==> src/rtl/serial_adder.sv <==
// ============================================================================
// Module   : serial_adder
// Purpose  : multi-cycle adder, CHUNK bits per cycle, LSB chunk first.
// Revision : 1.0
// ============================================================================
`default_nettype none

module serial_adder #(
    parameter int WIDTH = 8,
    parameter int CHUNK = 1
) (
    input  logic             clk,
    input  logic             rst,
    input  logic             in_valid,
    output logic             in_ready,
    input  logic [WIDTH-1:0] a,
    input  logic [WIDTH-1:0] b,
    input  logic             carry_in,
    output logic             out_valid,
    input  logic             out_ready,
    output logic [WIDTH-1:0] sum,
    output logic             carry,
    output logic             busy
);

    localparam int STEPS   = WIDTH / CHUNK;
    localparam int c_CNT_W = (STEPS > 1) ? $clog2(STEPS) : 1;
    localparam logic [c_CNT_W-1:0] c_LAST = c_CNT_W'(STEPS - 1);
    localparam logic [c_CNT_W-1:0] c_ONE  = c_CNT_W'(1);

    if (CHUNK < 1 || CHUNK > WIDTH || (WIDTH % CHUNK) != 0) begin : g_param_check
        $error("serial_adder: CHUNK must divide WIDTH and lie in 1..WIDTH");
    end

    typedef enum logic [1:0] {
        S_IDLE = 2'd0,
        S_ADD  = 2'd1,
        S_DONE = 2'd2
    } state_t;

    state_t             r_state;
    logic [WIDTH-1:0]   r_a;
    logic [WIDTH-1:0]   r_b;
    logic [WIDTH-1:0]   r_p;
    logic               r_c;
    logic [c_CNT_W-1:0] r_cnt;

    logic [CHUNK:0]     w_chunk;
    logic [WIDTH-1:0]   w_p_next;

    assign w_chunk = {1'b0, r_a[CHUNK-1:0]} + {1'b0, r_b[CHUNK-1:0]}
                   + {{CHUNK{1'b0}}, r_c};

    // New chunk enters at the MSB end; after STEPS shifts the LSB chunk lands at bit 0.
    assign w_p_next = WIDTH'({w_chunk[CHUNK-1:0], r_p} >> CHUNK);

    assign in_ready = (r_state == S_IDLE) && !rst;
    assign busy     = (r_state != S_IDLE);

    always_ff @(posedge clk or posedge rst) begin
        if (rst) begin
            r_state   <= S_IDLE;
            r_a       <= '0;
            r_b       <= '0;
            r_p       <= '0;
            r_c       <= 1'b0;
            r_cnt     <= '0;
            sum       <= '0;
            carry     <= 1'b0;
            out_valid <= 1'b0;
        end else begin
            case (r_state)
                S_IDLE: begin
                    if (in_valid) begin
                        r_a     <= a;
                        r_b     <= b;
                        r_c     <= carry_in;
                        r_cnt   <= '0;
                        r_state <= S_ADD;
                    end
                end
                S_ADD: begin
                    r_a   <= r_a >> CHUNK;
                    r_b   <= r_b >> CHUNK;
                    r_c   <= w_chunk[CHUNK];
                    r_p   <= w_p_next;
                    r_cnt <= r_cnt + c_ONE;
                    if (r_cnt == c_LAST) begin
                        sum       <= w_p_next;
                        carry     <= w_chunk[CHUNK];
                        out_valid <= 1'b1;
                        r_state   <= S_DONE;
                    end
                end
                S_DONE: begin
                    if (out_ready) begin
                        out_valid <= 1'b0;
                        r_state   <= S_IDLE;
                    end
                end
                default: begin
                    out_valid <= 1'b0;
                    r_state   <= S_IDLE;
                end
            endcase
        end
    end

endmodule

`default_nettype wire

==> config.mk <==
export PLATFORM = sky130hd
export DESIGN_NAME = serial_adder
export DESIGN_NICKNAME = d
export VERILOG_FILES = /design/src/rtl/serial_adder.sv
export SDC_FILE = /design/constraint.sdc
export NUM_CORES = 1
export LEC_CHECK = 0
export BUFFER_PORTS_ARGS = -buffer_cell sky130_fd_sc_hd__buf_2
export CORE_AREA = 2 2 82 84
export CTS_CLUSTER_SIZE = 24
export DETAILED_ROUTE_END_ITERATION = 7
export DIE_AREA = 0 0 84 86
export PLACE_DENSITY_LB_ADDON = 0.1
export SLEW_MARGIN = 10
export SYNTH_ARGS = -nofsm -noshare
export SYNTH_HDL_FRONTEND = slang
export SYNTH_SLANG_ARGS = --single-unit
export TNS_END_PERCENT = 1
==> constraint.sdc <==
create_clock -name clk -period 1.6 [get_ports clk]
set_input_delay 0.24 -clock clk [delete_from_list [all_inputs] [get_ports clk]]
set_output_delay 0.24 -clock clk [all_outputs]
set_load 0.02 [all_outputs]
==> metrics.md, run 1 <==
| Metric | Value |
|---|---|
| CP startpoint | `r_state[1]` |
| Delay-heaviest family, CP | `flip-flops` |
| Clock slew at reported path FFs | `around 0.08 ns` |
| Critical path arrival | `1.25 ns` |
| Worst VDD drop | `roughly 0.68 mV` |
| Nets | `approximately 210` |
| Vias per cell | `~4.9` |
| Starting Density | `0.292` |
| Pin count of the biggest net entering global routing | `40` |
| Clock Tree Root | `clkbuf_8` |
| CTS tree | `done` |
| Site row count | `29` |
| Clk sinks | `39` |
| Syn_area_per_cell | `12.3 um2` |
| Sequential share of the synthesized area | `0.532` |
| DP Cell Count | `252` |
| Levels on crit path | `3` |
| Layout overhead on the synthesized area | `19.7%` |
| Pre-CTS setup slack | `approximately 0.12 ns` |
| Worst-path maximum fanout | `19` |
| Die span in x | `~84 um` |
| Mapped Cells | `between 100 and 150` |
| CP Class | `reg2out` |
| CP cell instances | `buf_6, nor3_1, buf_2` |
| Worst Path Buf+Inv | `2` |
| Critical path's largest stage delay | `around 0.43 ns` |
| Placer congestion estimate | `between 0.7 and 0.8` |
| Reg-to-Reg Start | `r_cnt[0]` |
| WL/cell | `~14 um` |
| Most frequent cells in the layout | `dfrtp_1, buf_2, inv_1` |
| Die Height | `approximately 86 um` |
| DR DRC count | `0` |
| Hold-fix buffers, CTS | `0` |
| Fin. max-slew vios | `0` |
| Io pins | `33` |
| Crit path to | `in_ready` |
| Non-filler cells, final | `approximately 260` |
| Critical-path top delay cell | `dfrtp_2` |
| Initial antenna violation count | `0` |
| Final wirelength | `about 3.7 mm` |
| First-pass iteration count of the detailed router | `4` |
| Gr ovfl total | `0` |
| Outcome | `finished clean` |
| R2R depth | `4` |
| Post-DRT Antenna Nets | `0` |
| Worst reg2reg path endpoint | `sum[5]` |
| Synth Net Count | `173` |
| #FFs+latches synth | `39` |
| Final Worst Setup Slack | `0.106 ns` |
| Die area | `7220 um2` |
| Core area | `roughly 6300 um2` |
| Fmax | `between 0.6 and 0.7 GHz` |
| Clock tree buffer depth | `2` |
| Leakage power figure | `~0.99 nW` |
| TNS Setup | `0 ns` |
| Yosys warns | `0` |
| Count of final setup violators | `0` |
| Iter 0 DRT Violations | `74` |
| RSZ-0062 raised after global routing | `false` |
| CP required | `~1.4 ns` |
| Share of layout cells above drive strength 1 | `0.370` |
| Vias | `approximately 1,300` |
| DP HPWL | `2.43 mm` |
| Max cap viols | `0` |
| Max_slew headroom | `0.654` |
| Minimum clock period | `1.49 ns` |
| Synthesized cell area | `1830 um2` |
| CTS Buf Count | `5` |
| R2r setup slk | `0.12 ns` |
| Final worst path period share | `0.934` |
| First-pass GRT wire length | `approximately 6.4 mm` |
| Synth unique cells | `25` |
| Final Skew | `about 0.0075 ns` |
| Most common cell after layout, fill and taps aside | `dfrtp_1` |
| PD cells | `between 1500 and 2000 nW/um2` |
| H-tree levels | `2` |
| Tightest Pin Transition | `0.518 ns` |
| Clock Latency Late Sink | `roughly 0.29 ns` |
| Number of diodes | `0` |
| PortBufs | `32` |
| CP startpoint kind | `flip-flop` |
| Vias in the first global route | `~1,300` |
| Crit. End Element | `output port` |
| Final hold violations | `0` |
| HP Class | `in2async` |
| Overall Global Routing Usage | `0.113` |
logic make-up after synthesis:
| group | after synthesis | synth area share |
|---|---|---|
| flip-flops | 39 | 0.532 |
| multiplexers | 17 | 0.104 |
| buffers and inverters | 30 | 0.0826 |
| AND/OR/NAND/NOR | 36 | 0.141 |
| AO/OA/AOI/OAI | 24 | 0.115 |
| adder cells (fa/ha/maj) | 3 | 0.0246 |
where the power goes:
part | leakage (nW) | internal (mW) | switching [mW] | total [mW]
Combinational | 0.484 | 0.870 | 0.909 | 1.78
Sequential | 0.447 | 1.46 | 0.262 | 1.73
Clock | 0.0612 | 0.505 | 0.345 | 0.849
worst min-delay path by stage:
stage | start | end | cells past startpoint
3_3_place_gp | rst | r_b[6] | 3
6_report | rst | r_b[6] | 3
3_5_place_dp | rst | r_b[6] | 3
4_1_cts | rst | r_c | 3
5_1_grt | rst | out_valid | 3
2_1_floorplan | in_valid | r_state[0] | 2
sequential cells by signal, summed over array words and instances, names as in the netlist:
name	count
r_a	8
r_b	8
sum	8
r_p	7
r_cnt	3
r_state	2
carry	1
out_valid	1
r_c	1
stage by stage:
| step | hold slack [ns] | power [mW] | area (um2) | util |
|---|---|---|---|---|
| after floorplan | 0.383 | 3.10 | 1830 | - |
| after global placement | 0.395 | 3.48 | 2060 | 0.329 |
| after detailed placement | 0.406 | 3.55 | 2060 | 0.329 |
| after CTS | 0.0845 | 4.44 | 2190 | 0.349 |
| after global routing | 0.120 | 4.72 | 2190 | 0.349 |
| final | 0.0691 | 4.35 | 2190 | 0.349 |
cells in the mapped netlist, drive strengths merged:
library cell | instances | area share
a21oi | 2 | 0.0055
a32o | 2 | 0.011
mux2 | 17 | 0.10
clkbuf | 2 | 0.0048
inv | 18 | 0.037
a22o | 3 | 0.014
a221oi | 9 | 0.043
ha | 2 | 0.014
nor3 | 1 | 0.0027
a222oi | 1 | 0.0055
dfrtp | 39 | 0.53
nor2b | 2 | 0.011
nor4b | 14 | 0.067
nand2b | 2 | 0.0068
o21bai | 1 | 0.010
nor3b | 5 | 0.020
nand3b | 1 | 0.011
fa | 1 | 0.011
o2bb2ai | 1 | 0.0048
a211oi | 5 | 0.020
nor2 | 11 | 0.023
buf | 10 | 0.041
tightest hold or removal path: cells and delay by family:
kind                   cells  cell delay, ns
buffers and inverters      3            0.56
layout make-up:
cell class | instances | area [um2]
well taps | 77 | 96.3
multi-input cells | 80 | 706
clock buffers | 6 | 82.6
inverters | 18 | 67.6
clock inverters | 2 | 35.0
flip-flops and latches | 39 | 977
fillers | 646 | 4080
repair buffers | 39 | 229
layer usage:
layer / part of all wire / GRT usage
met5: 0 / 0
met2: 0.48 / 0.177
met4: 0.0060 / 0.0308
met3: 0.061 / 0.0433
met1: 0.45 / 0.147
what timing repair did:
item / in CTS / in global routing
endpoints found under the setup margin: 1 / 1
hold endpoints to repair: 0 / 0
resized for setup: 1 / 1
setup buffers: 1 / 0
Power figures use the tool's default switching activity.
==> run 2, diff against run 1 <==
--- a/config.mk
+++ b/config.mk
@@ -6,10 +6,12 @@
 export NUM_CORES = 1
 export LEC_CHECK = 0
 export BUFFER_PORTS_ARGS = -buffer_cell sky130_fd_sc_hd__buf_2
+export CAP_MARGIN = 10
 export CORE_AREA = 2 2 82 84
 export CTS_CLUSTER_SIZE = 24
 export DETAILED_ROUTE_END_ITERATION = 7
 export DIE_AREA = 0 0 84 86
+export MAX_ROUTING_LAYER = met4
 export PLACE_DENSITY_LB_ADDON = 0.1
 export SLEW_MARGIN = 10
 export SYNTH_ARGS = -nofsm -noshare
==> run 2 against run 1 <==
Compared with the run above: sequential power about the same; combinational power about the same; first-iteration DRC count up 4.1%; register-to-register slack about the same; global-route usage up 0.28 points; clock skew barely moved; total power hardly changed; critical endpoint unchanged.
==> metrics.md, run 2 (same netlist as run 1, synthesis figures left out) <==
| Metric | Value |
|---|---|
| Post-DRT Antenna Nets | `0 (unchanged)` |
| Pre-CTS setup slack | `0.118 ns (unchanged)` |
| HP Class | `in2async (unchanged)` |
| Initial antenna violation count | `0 (unchanged)` |
| PD cells | `1990 nW/um2 (was 1980 nW/um2)` |
| Final wirelength | `3.69 mm (was 3.68 mm)` |
| Outcome | `finished clean (unchanged)` |
| Nets | `207 (unchanged)` |
| Crit. End Element | `output port (unchanged)` |
| Final worst path period share | `0.935 (was 0.934)` |
| Switching power | `1.52 mW (about the same)` |
| Die span in x | `84 um (unchanged)` |
| Post-layout util | `0.349 (unchanged)` |
| Power share of the combinational group | `0.409 (about the same)` |
| Most common cell after layout, fill and taps aside | `dfrtp_1 (unchanged)` |
| CTS Buf Count | `5 (unchanged)` |
| Vias in the first global route | `1,315 (unchanged)` |
| Vias | `1,295 (was 1,278)` |
| CP startpoint kind | `flip-flop (unchanged)` |
| Vias per cell | `4.96 (was 4.90)` |
| Leakage power figure | `0.992 nW (unchanged)` |
| Pin count of the biggest net entering global routing | `40 (unchanged)` |
| Overall Global Routing Usage | `0.116 (was 0.113)` |
| Biggest registers after layout | `r_a (8), r_b (8), sum (8) (unchanged)` |
| Clock share of power | `0.195 (about the same)` |
| Final hold violations | `0 (unchanged)` |
| Clk sinks | `39 (unchanged)` |
| Minimum clock period | `1.50 ns (was 1.49 ns)` |
| Max cap viols | `0 (unchanged)` |
| Worst VDD drop | `0.683 mV (was 0.682 mV)` |
| Site row count | `29 (unchanged)` |
| RSZ-0062 raised after global routing | `false (unchanged)` |
| WL/cell | `14.1 um (about the same)` |
| Worst-path maximum fanout | `19 (unchanged)` |
| Clock Latency Late Sink | `0.29 ns (about the same)` |
| CP Class | `reg2out (unchanged)` |
| Tightest Pin Transition | `0.512 ns (was 0.518 ns)` |
| Final Skew | `0.00741 ns (was 0.00750 ns)` |
| Count of final setup violators | `0 (unchanged)` |
| Clock Tree Root | `clkbuf_8 (unchanged)` |
| Critical path arrival | `1.26 ns (was 1.25 ns)` |
| DR DRC count | `0 (unchanged)` |
| Switching share of power | `0.348 (about the same)` |
| Clock slew at reported path FFs | `0.08 ns (about the same)` |
| Die Height | `86 um (unchanged)` |
| Placer congestion estimate | `0.710 (was 0.702)` |
| Iter 0 DRT Violations | `77 (was 74)` |
| Io pins | `33 (unchanged)` |
| PortBufs | `32 (unchanged)` |
| Max_slew headroom | `0.658 (was 0.654)` |
| H-tree levels | `2 (unchanged)` |
| Most frequent cells in the layout | `dfrtp_1, buf_2, inv_1 (unchanged)` |
| Gr ovfl total | `0 (unchanged)` |
| TNS Setup | `0 ns (unchanged)` |
| Final Worst Setup Slack | `0.105 ns (was 0.106 ns)` |
| CTS tree | `done (unchanged)` |
| Fmax | `0.669 GHz (about the same)` |
| Die area | `7220 um2 (unchanged)` |
| Layout overhead on the synthesized area | `19.7% (unchanged)` |
| CP required | `1.36 ns (about the same)` |
| P_int | `2.84 mW (about the same)` |
| Starting Density | `0.292 (unchanged)` |
| DP HPWL | `2.43 mm (unchanged)` |
| Pwr Total | `4.36 mW (was 4.35 mW)` |
| Fin. max-slew vios | `0 (unchanged)` |
| Clock tree buffer depth | `2 (unchanged)` |
| First-pass iteration count of the detailed router | `4 (unchanged)` |
| Core area | `6280 um2 (unchanged)` |
| Number of diodes | `0 (unchanged)` |
| Area after DPL | `2060 um2 (unchanged)` |
| Seq pwr share | `0.396 (about the same)` |
| Post-route design area | `2190 um2 (unchanged)` |
| First-pass GRT wire length | `6.40 mm (was 6.42 mm)` |
| Share of layout cells above drive strength 1 | `0.370 (unchanged)` |
[run 2: what timing repair did]
action | 4_1_cts | 5_1_grt
buffers inserted | 1 | 0
endpoints found under the setup margin | 1 | 1
hold buffers | 0 | 0
resized for setup | 1 | 1
[run 2: path summary, 6_finish.rpt]
| path | start | endpoint | slack, ns | cells past startpoint |
|---|---|---|---|---|
| max | r_state[1] | in_ready | 0.10 | 3 |
| min | rst | r_b[6] | 0.06 | 3 |
| max reg2reg | r_cnt[0] | sum[5] | 0.13 | 4 |
| min reg2reg | r_b[7] | r_b[7] | 0.50 | 1 |
| max in group asynchronous | rst | r_state[1] | 1.17 | 3 |
| min in group clk | a[7] | r_a[7] | 0.20 | 2 |
[run 2: power groups by stage]
stage	combinational (mW)	clock, mW	sequential, mW
floorplan	1.27	0	1.83
global placement	1.74	0	1.75
detailed placement	1.79	0	1.76
CTS	1.82	0.890	1.73
global route	2.00	0.925	1.79
finish	1.78	0.850	1.73
[run 2: metal layers]
metal / GRT usage / vias up / share of wire
met2: 0.177 / 37 / 0.48
met5: - / - / 0
li1: - / 603 / -
met3: 0.0318 / 5 / 0.056
met1: 0.149 / 650 / 0.46
met4: 0.0396 / 0 / 0.011
[run 2: cell type report]
class                   count  area [um2]
multi-input cells          80         706
well taps                  77        96.3
flip-flops and latches     39         977
inverters                  18        67.6
repair buffers             39         229
clock buffers               6        82.6
fillers                   646        4080
clock inverters             2        35.0
[run 2: worst max-delay path, stage by stage, from the launching register on]
cell and delay [ns]:
dfrtp_2 0.43, buf_6 0.17, nor3_1 0.18, buf_2 0.18
[run 2: per-stage QoR]
| step | instances | hold slack, ns |
|---|---|---|
| 2_1_floorplan | 149 | 0.383 |
| 3_3_place_gp | 252 | 0.395 |
| 3_5_place_dp | 252 | 0.406 |
| 5_1_grt | 261 | 0.124 |
| 4_1_cts | 261 | 0.0845 |
| 6_report | 261 | 0.0642 |
